## src/rtl/gpio_debounce.sv

```systemverilog
// gpio_debounce: per-channel synchronizer, debouncer, edge pulses and sticky change flags
module gpio_debounce #(
  parameter int NUM_CH = 8,
  parameter int DEBOUNCE_CYCLES = 27000,
  parameter logic [NUM_CH-1:0] INIT_LEVEL = '1
) (
  input  logic              sys_clk,
  input  logic              reset,
  input  logic [NUM_CH-1:0] pin_in,
  output logic [NUM_CH-1:0] level_out,
  output logic [NUM_CH-1:0] rise_pulse,
  output logic [NUM_CH-1:0] fall_pulse,
  output logic [NUM_CH-1:0] chg_flag,
  input  logic [NUM_CH-1:0] flag_clr,
  output logic              any_chg
);
  localparam int CW = $clog2(DEBOUNCE_CYCLES);
  localparam logic [CW-1:0] CMAX = CW'(DEBOUNCE_CYCLES - 1);
  logic [NUM_CH-1:0] s1, s2, stable, done, chg_nxt;
  logic [CW-1:0] cnt [NUM_CH];
  // a channel accepts its new level when the mismatch has held for the full count
  always_comb
    for (int i = 0; i < NUM_CH; i++)
      done[i] = (s2[i] != stable[i]) && (cnt[i] == CMAX);
  assign chg_nxt = done | (chg_flag & ~flag_clr);
  assign level_out = stable;
  // per-channel counter restarts whenever the synchronized pin agrees with the stable level
  for (genvar g = 0; g < NUM_CH; g++) begin : g_cnt
    always_ff @(posedge sys_clk)
      cnt[g] <= (reset || s2[g] == stable[g] || done[g]) ? '0 : cnt[g] + 1'b1;
  end
  // synchronizer, stable level, edge pulses, sticky flags (set beats clear) and summary
  always_ff @(posedge sys_clk)
    if (reset) begin
      s1 <= INIT_LEVEL;
      s2 <= INIT_LEVEL;
      stable <= INIT_LEVEL;
      rise_pulse <= '0;
      fall_pulse <= '0;
      chg_flag <= '0;
      any_chg <= 1'b0;
    end else begin
      s1 <= pin_in;
      s2 <= s1;
      stable <= (stable & ~done) | (s2 & done);
      rise_pulse <= done & s2;
      fall_pulse <= done & ~s2;
      chg_flag <= chg_nxt;
      any_chg <= |chg_nxt;
    end
endmodule
```

## config.mk

```make
export PLATFORM = sky130hd
export DESIGN_NAME = gpio_debounce
export DESIGN_NICKNAME = d
export VERILOG_FILES = /design/src/rtl/gpio_debounce.sv
export SDC_FILE = /design/constraint.sdc
export NUM_CORES = 1
export LEC_CHECK = 0
export BUFFER_PORTS_ARGS = -buffer_cell sky130_fd_sc_hd__clkbuf_2
export CORE_MARGIN = 2
export CORE_UTILIZATION = 35
export CTS_BUF_LIST = sky130_fd_sc_hd__clkbuf_4
export DETAILED_ROUTE_END_ITERATION = 6
export GPL_TIMING_DRIVEN = 0
export SETUP_SLACK_MARGIN = 0.15
export SLEW_MARGIN = 0
export SYNTH_ARGS = -nofsm -noshare
export SYNTH_HDL_FRONTEND = slang
export SYNTH_SLANG_ARGS = --single-unit
```

## constraint.sdc

```tcl
create_clock -name sys_clk -period 2.1 [get_ports sys_clk]
set_input_delay 0.21 -clock sys_clk [delete_from_list [all_inputs] [get_ports sys_clk]]
set_output_delay 0.21 -clock sys_clk [all_outputs]
set_load 0.01 [all_outputs]
```

==> reports/metrics.cfg, run 1 <==
[timing]
final_slew_violations=0
whs_ps=56.59
grt_setup_unrepaired=false
min_period_ps=1885
worst-slew-pin-transition_ps=706.3
hold_viol=0
finalCritPeriodShare_pct=89.77
timing.slew.headroom_pct=52.91
worst_clock_skew_ps=23.06
setup_total_negative_slack_ps=0
timing.final.setup_violations=0
fmax_ghz=0.5305

[min_path]
hold_wc_startpoint=flag_clr[6]
hold_path.class=in -> reg

[yosys]
synth.yosys.seq_area_share_pct=49.56
post_synth_instance_area_mm2=0.006827
synth.top_cell.area_share_pct=49.56
yosysUniqueCellTypes=43
syn_area_per_cell_um2=9.288
synth.area.top_cells=sky130_fd_sc_hd__dfxtp_1, sky130_fd_sc_hd__nor2_1, sky130_fd_sc_hd__xor2_1, sky130_fd_sc_hd__xnor2_1, sky130_fd_sc_hd__nand3_1
ys.warnings.count=0
post_synth_inst_count=735
asyncSetResetFlopFracSynth_pct=0
synth.largest_area_cell=sky130_fd_sc_hd__dfxtp_1
synth_fp_nets=761
synth.ff_latch_count=169
dominantRegCellSynth=sky130_fd_sc_hd__dfxtp_1
synth_enable_flop_cells=0

[layout]
finish.net_count=852
area_growth_syn_to_layout_pct=18.37
design_area_mm2=0.008080
layout-drive-gt1-share_pct=18.71
instances_no_fill=1105
layout.filler_cells=1994
multi_input_comb_area_mm2=0.003356
sequential_cell_area_mm2=0.003411

[routing]
route.antenna.remaining_nets=0
dr_total_vias=5118
remaining_drc_errors=0
wire_per_inst_um=12.42
postRouteWirelength_um=13730
drt_first_pass_iters=5
initialDrtViolationCount=254
viasPerCell=4.632

[clock_tree]
root_buffer=sky130_fd_sc_hd__clkbuf_4
cts_buffers=17
path_clk_slew_ps=140
max-clock-path-buffers=2
worstSkewPairLatency_ps=590
clock_tree_from_tritoncts=yes
cts_htree_levels=4
cts.sinks=169

[global_routing]
globalRoute.totalOverflow=0
via_count_of_the_first_global_routing_pass=4757
grt_antenna_before_repair=1
grt_use_total_pct=13.85
grt_max_degree=17
global_route_wire_length_before_repair_um=22440

[setup_path]
cp_top_family=simple AND/OR/NAND/NOR gates
timing.critical_path.from_type=flop
cp_cell_sequence=or4b_4 -> nor4_4 -> buf_4 -> or3b_4 -> buf_6 -> clkbuf_16 -> nor2_1
ff2ff_setup_slack_ps=210
crit_required_ps=2580
crit_path_max_fanout=7
crit_path_end_kind=flop
critPathLaunch=cnt[0][39]$_SDFF_PP0_
cp_num_buf_inv=3
critical-path-slowest-cell=sky130_fd_sc_hd__or4b_4
worstReg2RegStart=cnt[0][39]$_SDFF_PP0_
max_stage_delay_ps=550
worstSetupPathType=reg -> reg
crit_arrival_ps=2360

[die]
die_w_um=143.7
placementRows=51
fp.dieArea_mm2=0.02064
top_ports=51
core_area_mm2=0.01927
initial_utilization_pct=35.42
chipHeight_um=143.7

[placed_design]
placed_cells=1050
postPlaceCellArea_mm2=0.007408
place_hpwl_um=9470
placer_congestion=0.7975
placement.io_buffers=50

[power]
peakVddDrop_mv=0.3614
power_per_cell_area_mw_per_mm2=652.1
leakage_nw=2.810

[flow_run]
max_cap_check_violation_count=0

[status]
run_status=completed

## layout by cell type, fill, tap and decap left out, types with 15 or more instances in the layout
cell type,synthesis,final
sky130_fd_sc_hd__nand4_1,23,23
sky130_fd_sc_hd__inv_1,17,17
sky130_fd_sc_hd__and3_1,18,18
sky130_fd_sc_hd__clkbuf_2,0,55
sky130_fd_sc_hd__or2_2,16,16
sky130_fd_sc_hd__xor2_1,57,57
sky130_fd_sc_hd__dfxtp_1,169,155
sky130_fd_sc_hd__xnor2_1,48,48
sky130_fd_sc_hd__nand3_1,39,39
sky130_fd_sc_hd__nand2_1,37,36
sky130_fd_sc_hd__nor2_1,137,137
sky130_fd_sc_hd__or3_1,15,15
sky130_fd_sc_hd__clkbuf_4,0,20
## flip-flops by register name, indices dropped and copies added (netlist names), named ones only
register	cells
s1	8
rise_pulse	8
any_chg	1
fall_pulse	8
cnt	120
chg_flag	8
s2	8
## synth_stat cells, types with 3 or more instances
library cell	number
sky130_fd_sc_hd__nor2b_1	14
sky130_fd_sc_hd__and3_1	18
sky130_fd_sc_hd__nor3_1	14
sky130_fd_sc_hd__dfxtp_1	169
sky130_fd_sc_hd__o21ai_0	8
sky130_fd_sc_hd__nand4b_1	6
sky130_fd_sc_hd__or3_1	15
sky130_fd_sc_hd__nand3_1	39
sky130_fd_sc_hd__nand2b_1	9
sky130_fd_sc_hd__nor4_1	3
sky130_fd_sc_hd__a21oi_1	13
sky130_fd_sc_hd__ha_1	8
sky130_fd_sc_hd__nand2_1	37
sky130_fd_sc_hd__and3b_1	4
sky130_fd_sc_hd__nand4_1	23
sky130_fd_sc_hd__nor3b_1	9
sky130_fd_sc_hd__buf_2	7
sky130_fd_sc_hd__nor4_2	4
sky130_fd_sc_hd__clkbuf_1	13
sky130_fd_sc_hd__and4_1	10
sky130_fd_sc_hd__and2_1	5
sky130_fd_sc_hd__nor4b_1	5
sky130_fd_sc_hd__inv_1	17
sky130_fd_sc_hd__or2_2	16
sky130_fd_sc_hd__a211o_1	8
sky130_fd_sc_hd__xor2_1	57
sky130_fd_sc_hd__nor2_1	137
sky130_fd_sc_hd__xnor2_1	48
## what timing repair did
action                     CTS  global route
hold buffers                12             1
setup endpoints to repair   88            86
buffers inserted             3             5
hold endpoints to repair    12             1
resized for setup           14            51
gates cloned                 0             1
pin swaps                    3             9
## cells by family after synthesis
logic type	after synthesis	share of synthesized area [%]
AOI/OAI and AO/OA	34	3.208
xor gates and xnor gates	105	13.47
adders and majority gates	8	1.466
buffers and inverters	39	2.548
DFF	169	49.56
and+or+nand+nor	380	29.75
## worst register-to-register path: stages, from the launching register on
cell	delay, ps
sky130_fd_sc_hd__dfxtp_2	360
sky130_fd_sc_hd__or4b_4	550
sky130_fd_sc_hd__nor4_4	270
sky130_fd_sc_hd__buf_4	180
sky130_fd_sc_hd__or3b_4	130
sky130_fd_sc_hd__buf_6	130
sky130_fd_sc_hd__clkbuf_16	140
sky130_fd_sc_hd__nor2_1	40
## final cells by class
cell class	instances	share of cell area, %
Multi-Input combinational cell	527	41.53
Antenna cell	1	0.03097
Sequential cell	169	42.21
Tap cell	265	4.103
Clock inverter	14	1.827
Timing Repair Buffer	72	5.760
Clock buffer	18	1.672
Buffer	22	2.075
Inverter	17	0.7897
## report_power, final
group / switching [mW] / total, mW / internal (mW)
sequential: 0.0144 / 3.23 / 3.22
clock: 1.19 / 1.91 / 0.723
combinational: 0.0621 / 0.126 / 0.0641
total: 1.26 / 5.27 / 4.01
## stage by stage
| step | utilization [%] | setup WS, ps | power [mW] |
|---|---|---|---|
| after detailed placement | 38.44 | -416.5 | 3.410 |
| after floorplan | - | 225.9 | 3.362 |
| after global routing | 41.93 | 150.6 | 5.485 |
| after CTS | 40.94 | 161.3 | 5.350 |
| after global placement | 38.44 | -431.7 | 3.410 |
| final | 41.93 | 214.9 | 5.269 |
## path summary, 6_finish.rpt
path,end,cells after the start
worst max register to register,cnt[0][41]$_SDFF_PP0_,7
worst max-delay path,cnt[0][41]$_SDFF_PP0_,7
worst min register to register,s2[6]$_SDFF_PP1_,1
worst min-delay path,chg_flag[6]$_SDFF_PP0_,4
## routing by layer
layer | GRT usage, % | up-vias | part of all wire [%]
met1 | 18.10 | 2358 | 50
met4 | 5.573 | 0 | 1.8
met5 | 0 | - | 0
met3 | 3.665 | 18 | 3.5
li1 | - | 2673 | -
met2 | 21.78 | 69 | 45
No activity file was read; power rests on OpenSTA's default activity.
==> run 2, diff against run 1 <==
==> constraint.sdc (replaced) <==
create_clock -name sys_clk -period 2 [get_ports sys_clk]
set_input_delay 0.2 -clock sys_clk [delete_from_list [all_inputs] [get_ports sys_clk]]
set_output_delay 0.2 -clock sys_clk [all_outputs]
set_load 0.01 [all_outputs]
==> run 2 against run 1 <==
  * First-iteration DRC count shrank 35%
  * Setup slack lost 27 ps
  * Combinational power grew 16%
  * Global-route usage is essentially flat
  * Sequential share of layout area shrank 1.5 points
  * Fmax grew 4.0%
  * Critical path depth shrank 2
  * Critical path type unchanged
  * Critical endpoint is now fall_pulse[6]$_SDFF_PP0_
==> reports/metrics.cfg, run 2 (synthesis results as in run 1) <==
[routing]
wire_per_inst_um=12.41
remaining_drc_errors=0
dr_total_vias=5231
viasPerCell=4.658
postRouteWirelength_um=13930
initialDrtViolationCount=166
drt_first_pass_iters=4
route.antenna.remaining_nets=0

[clock_tree]
max-clock-path-buffers=2
worstSkewPairLatency_ps=550
cts.sinks=169
cts_buffers=17
clock_tree_from_tritoncts=yes
root_buffer=sky130_fd_sc_hd__clkbuf_4
path_clk_slew_ps=130
cts_htree_levels=4

[setup_path]
ff2ff_setup_slack_ps=190
crit_required_ps=2450
crit_path_end_kind=flop
ff2ff_path_depth=5
worstReg2RegEnd=fall_pulse[6]$_SDFF_PP0_
critPathLaunch=cnt[1][33]$_SDFF_PP0_
worstReg2RegStart=cnt[1][33]$_SDFF_PP0_
worstSetupPathType=reg -> reg
critical_path.endpoint=fall_pulse[6]$_SDFF_PP0_
timing.critical_path.from_type=flop
crit_arrival_ps=2260
crit_path_max_fanout=5

[placed_design]
placement.io_buffers=50
placed_cells=1050
worst_setup_slack_post_dpl_ps=-476.7
postPlaceCellArea_mm2=0.007417
place_hpwl_um=9504
placer_congestion=0.7765

[timing]
min_period_ps=1812
fmax_ghz=0.5519
timing.slew.headroom_pct=52.65
timing.final.setup_violations=0
final_slew_violations=0
grt_setup_unrepaired=true
worst_clock_skew_ps=20.35
hold_viol=0
finalCritPeriodShare_pct=90.59
postLayoutSetupSlackWorst_ps=188.2
worst-slew-pin-transition_ps=710.2

[layout]
mostFrequentLayoutCell=sky130_fd_sc_hd__dfxtp_1
finish.net_count=870
post-route-util_pct=43.63
layout-drive-gt1-share_pct=24.04
layout.cells.most_common_list=sky130_fd_sc_hd__dfxtp_1, sky130_fd_sc_hd__nor2_1, sky130_fd_sc_hd__xor2_1
layout.filler_cells=1920
instances_no_fill=1123
area_growth_syn_to_layout_pct=23.17
largest_register_ffs=120
design_area_mm2=0.008408
regMostFlops=cnt

[die]
core_area_mm2=0.01927
die_w_um=143.7
chipHeight_um=143.7
placementRows=51
initial_utilization_pct=35.42
fp.dieArea_mm2=0.02064
top_ports=51

[global_routing]
grt_util_met1_pct=18.23
grt_use_met3_pct=3.232
via_count_of_the_first_global_routing_pass=4815
met2_usage_pct=22.56
globalRoute.busiestLayer=met2
grt_max_degree=17
grt_use_total_pct=13.88
grt_antenna_before_repair=1
global_route_wire_length_before_repair_um=22830
globalRoute.totalOverflow=0

[flow_run]
max_cap_check_violation_count=0

[power]
leakage_nw=2.948
peakVddDrop_mv=0.2763
power_per_cell_area_mw_per_mm2=661.7

[min_path]
hold_path_depth=4
hold_path.class=in -> reg

[status]
run_status=completed

-- run 2: critical path, cell delays in order, from the launching register on --
cell and delay, ps:
sky130_fd_sc_hd__dfxtp_4 380, sky130_fd_sc_hd__or4b_4 560, sky130_fd_sc_hd__nor4_4 280, sky130_fd_sc_hd__buf_4 160
sky130_fd_sc_hd__nand2b_1 70, sky130_fd_sc_hd__nor3b_1 260
-- run 2: area by class of cell --
cell class	count	area [um2]	share of cell area (%)
Multi-Input combinational cell	527	3477	41.35
Timing Repair Buffer	90	630.6	7.500
Clock inverter	14	156.4	1.860
Clock buffer	18	135.1	1.607
Tap cell	265	331.6	3.943
Sequential cell	169	3423	40.71
Antenna cell	1	2.502	0.02976
Inverter	17	63.81	0.7589
Buffer	22	187.7	2.232
-- run 2: worst min-delay path by stage --
stage / start / endpoint / slack [ps]
floorplan: pin_in[0] / s1[0]$_SDFF_PP1_ / 300
detailed placement: pin_in[0] / s1[0]$_SDFF_PP1_ / 390
CTS: flag_clr[2] / chg_flag[2]$_SDFF_PP0_ / 2
finish: flag_clr[2] / chg_flag[2]$_SDFF_PP0_ / 40
global route: flag_clr[2] / chg_flag[2]$_SDFF_PP0_ / 20
global placement: pin_in[0] / s1[0]$_SDFF_PP1_ / 390
-- run 2: stage by stage --
| step | hold WS, ps | power, mW | TNS, ps |
|---|---|---|---|
| 2_1_floorplan | 303.8 | 3.530 | 0 |
| 3_3_place_gp | 393.5 | 3.581 | -11530 |
| 3_5_place_dp | 389.9 | 3.581 | -12470 |
| 4_1_cts | 2.455 | 5.633 | 0 |
| 5_1_grt | 24.96 | 5.808 | 0 |
| 6_report | 38.65 | 5.564 | 0 |
-- run 2: power breakdown --
group / internal [mW] / switching (mW) / leakage [nW]
Sequential: 3.38 / 0.0147 / 1.38
Clock: 0.866 / 1.16 / 0.159
Combinational: 0.0745 / 0.0712 / 1.41
-- run 2: timing repair --
| item | in CTS | in global routing |
|---|---|---|
| hold buffers | 13 | 0 |
| buffers inserted | 15 | 10 |
| resized for setup | 48 | 58 |
| pin swaps | 9 | 19 |
| gates cloned | 0 | 2 |
| hold endpoints to repair | 13 | 0 |
| setup endpoints to repair | 96 | 95 |
-- run 2: routing by layer --
metal | vias up | part of all wire, %
met5 | - | 0
met3 | 12 | 3.0
met4 | 0 | 1.2
met2 | 59 | 47
met1 | 2457 | 49
li1 | 2703 | -
==> run 3, diff against run 2 <==
--- a/config.mk
+++ b/config.mk
@@ -5,12 +5,11 @@
 export SDC_FILE = /design/constraint.sdc
 export NUM_CORES = 1
 export LEC_CHECK = 0
-export BUFFER_PORTS_ARGS = -buffer_cell sky130_fd_sc_hd__clkbuf_2
 export CORE_MARGIN = 2
 export CORE_UTILIZATION = 35
 export CTS_BUF_LIST = sky130_fd_sc_hd__clkbuf_4
 export DETAILED_ROUTE_END_ITERATION = 6
-export GPL_TIMING_DRIVEN = 0
+export DONT_BUFFER_PORTS = 1
 export SETUP_SLACK_MARGIN = 0.15
 export SLEW_MARGIN = 0
 export SYNTH_ARGS = -nofsm -noshare
==> run 3 against run 2 <==
  * Via count fell by 5.3%
  * Setup slack improved by 7.6 ps
  * First-iteration DRC count up 38%
  * Hold slack improved by 39 ps
  * Fmax is 0.42% higher
  * Critical path depth grew 1
  * Clock power decreased by 6%
  * Highest routed layer unchanged
  * Combinational power decreased by 21%
  * Die area unchanged
==> reports/metrics.cfg, run 3 (synthesis results as in run 1) <==
[status]
run_status=completed

[power]
power_per_cell_area_mw_per_mm2=689.6
leakage_nw=2.582
peakVddDrop_mv=0.3716

[layout]
layout.filler_cells=1946
layout-drive-gt1-share_pct=12.80
regMostFlops=cnt
post-route-util_pct=40.72
instances_no_fill=1056
area_growth_syn_to_layout_pct=14.94
layout.cells.most_common_list=sky130_fd_sc_hd__dfxtp_1, sky130_fd_sc_hd__nor2_1, sky130_fd_sc_hd__xor2_1
mostFrequentLayoutCell=sky130_fd_sc_hd__dfxtp_1
finish.net_count=804
design_area_mm2=0.007846
largest_register_ffs=120

[die]
top_ports=51
fp.dieArea_mm2=0.02064
chipHeight_um=143.7
initial_utilization_pct=35.42
core_area_mm2=0.01927
die_w_um=143.7
placementRows=51

[global_routing]
via_count_of_the_first_global_routing_pass=4789
grt_max_degree=52
global_route_wire_length_before_repair_um=21630
grt_use_total_pct=13.12
globalRoute.totalOverflow=0
grt_antenna_before_repair=1

[timing]
worst-slew-pin-transition_ps=563.4
timing.final.setup_violations=0
worst_clock_skew_ps=24.23
grt_setup_unrepaired=true
fmax_ghz=0.5542
min_period_ps=1804
finalCritPeriodShare_pct=90.21
timing.slew.headroom_pct=62.10
setup_total_negative_slack_ps=0
final_slew_violations=0
postLayoutSetupSlackWorst_ps=195.7
hold_viol=0

[setup_path]
crit_path_end_kind=flop
crit_path_max_fanout=5
max_stage_delay_ps=440
crit_required_ps=2480
cp_cell_sequence=nor4b_1 -> nand4_1 -> o22ai_1 -> buf_4 -> a211oi_2 -> a41oi_1
critical-path-slowest-cell=sky130_fd_sc_hd__nor4b_1
cp_num_buf_inv=1
timing.critical_path.from_type=flop
worstSetupPathType=reg -> reg
cp_top_family=simple AND/OR/NAND/NOR gates
crit_arrival_ps=2280

[routing]
drt_first_pass_iters=4
dr_total_vias=4952
remaining_drc_errors=0
wire_per_inst_um=12.17
initialDrtViolationCount=229
route.antenna.remaining_nets=0
postRouteWirelength_um=12850
viasPerCell=4.689

[clock_tree]
root_buffer=sky130_fd_sc_hd__clkbuf_4
cts_htree_levels=4
cts.sinks=169
clock_tree_from_tritoncts=yes
path_clk_slew_ps=150
worstSkewPairLatency_ps=560
max-clock-path-buffers=2
cts_buffers=17

[flow_run]
max_cap_check_violation_count=0

[placed_design]
postPlaceCellArea_mm2=0.007219
worst_setup_slack_post_dpl_ps=58.78
placed_cells=998
placement.io_buffers=0
placer_congestion=0.7906
place_hpwl_um=8642

[min_path]
hold_path.class=in -> reg

-- run 3: repair_timing --
action	CTS	global route
endpoints found under the hold margin	132	15
buffers inserted	4	4
gates cloned	0	1
pin swaps	3	5
resized for setup	9	15
hold buffers	16	1
endpoints found under the setup margin	12	91
-- run 3: worst paths after layout --
path | startpoint | endpoint | slack [ps] | depth (start not counted)
hold reg to reg | s1[6]$_SDFF_PP1_ | s2[6]$_SDFF_PP1_ | 420 | 1
setup reg to reg | cnt[1][10]$_SDFF_PP0_ | any_chg$_SDFF_PP0_ | 200 | 6
hold / removal | flag_clr[0] | chg_flag[0]$_SDFF_PP0_ | 80 | 3
setup / recovery | cnt[1][10]$_SDFF_PP0_ | any_chg$_SDFF_PP0_ | 200 | 6
-- run 3: worst register-to-register path: stages (launching register included) --
cell	delay [ps]
sky130_fd_sc_hd__dfxtp_1	380
sky130_fd_sc_hd__nor4b_1	440
sky130_fd_sc_hd__nand4_1	260
sky130_fd_sc_hd__o22ai_1	180
sky130_fd_sc_hd__buf_4	170
sky130_fd_sc_hd__a211oi_2	60
sky130_fd_sc_hd__a41oi_1	240
-- run 3: through the flow --
| stage | hold WS [ps] | power (mW) |
|---|---|---|
| after global placement | 278.3 | 3.536 |
| final | 77.98 | 5.411 |
| after floorplan | 303.8 | 3.530 |
| after CTS | 48.04 | 5.509 |
| after global routing | 72.69 | 5.672 |
| after detailed placement | 279.8 | 3.537 |
-- run 3: area by class of cell --
class,instances,area [um2],area share [%]
well taps,265,331.6,4.226
diodes,2,5.005,0.06379
flip-flops and latches,169,3396,43.28
inverters,17,63.81,0.8133
clock inverters,12,128.9,1.642
clock buffers,18,135.1,1.722
multi-input cells,527,3347,42.66
repair buffers,46,439.2,5.597
-- run 3: where the power goes --
part           internal [mW]  switching (mW)  leakage [nW]  total (mW)
clock network          0.737            1.16         0.131        1.90
logic                 0.0607          0.0539          1.08       0.115
registers               3.38          0.0145          1.37        3.40
total                   4.18            1.23          2.58        5.41
-- run 3: routing by layer --
metal | routed length (um) | vias to the layer above | part of all wire, % | global-route usage, %
met3 | 455 | 13 | 3.5 | 3.599
met5 | 0 | - | 0 | 0
met1 | 6153 | 2301 | 48 | 15.67
met2 | 6034 | 59 | 47 | 22.26
met4 | 208 | 0 | 1.6 | 5.366
li1 | - | 2579 | - | -
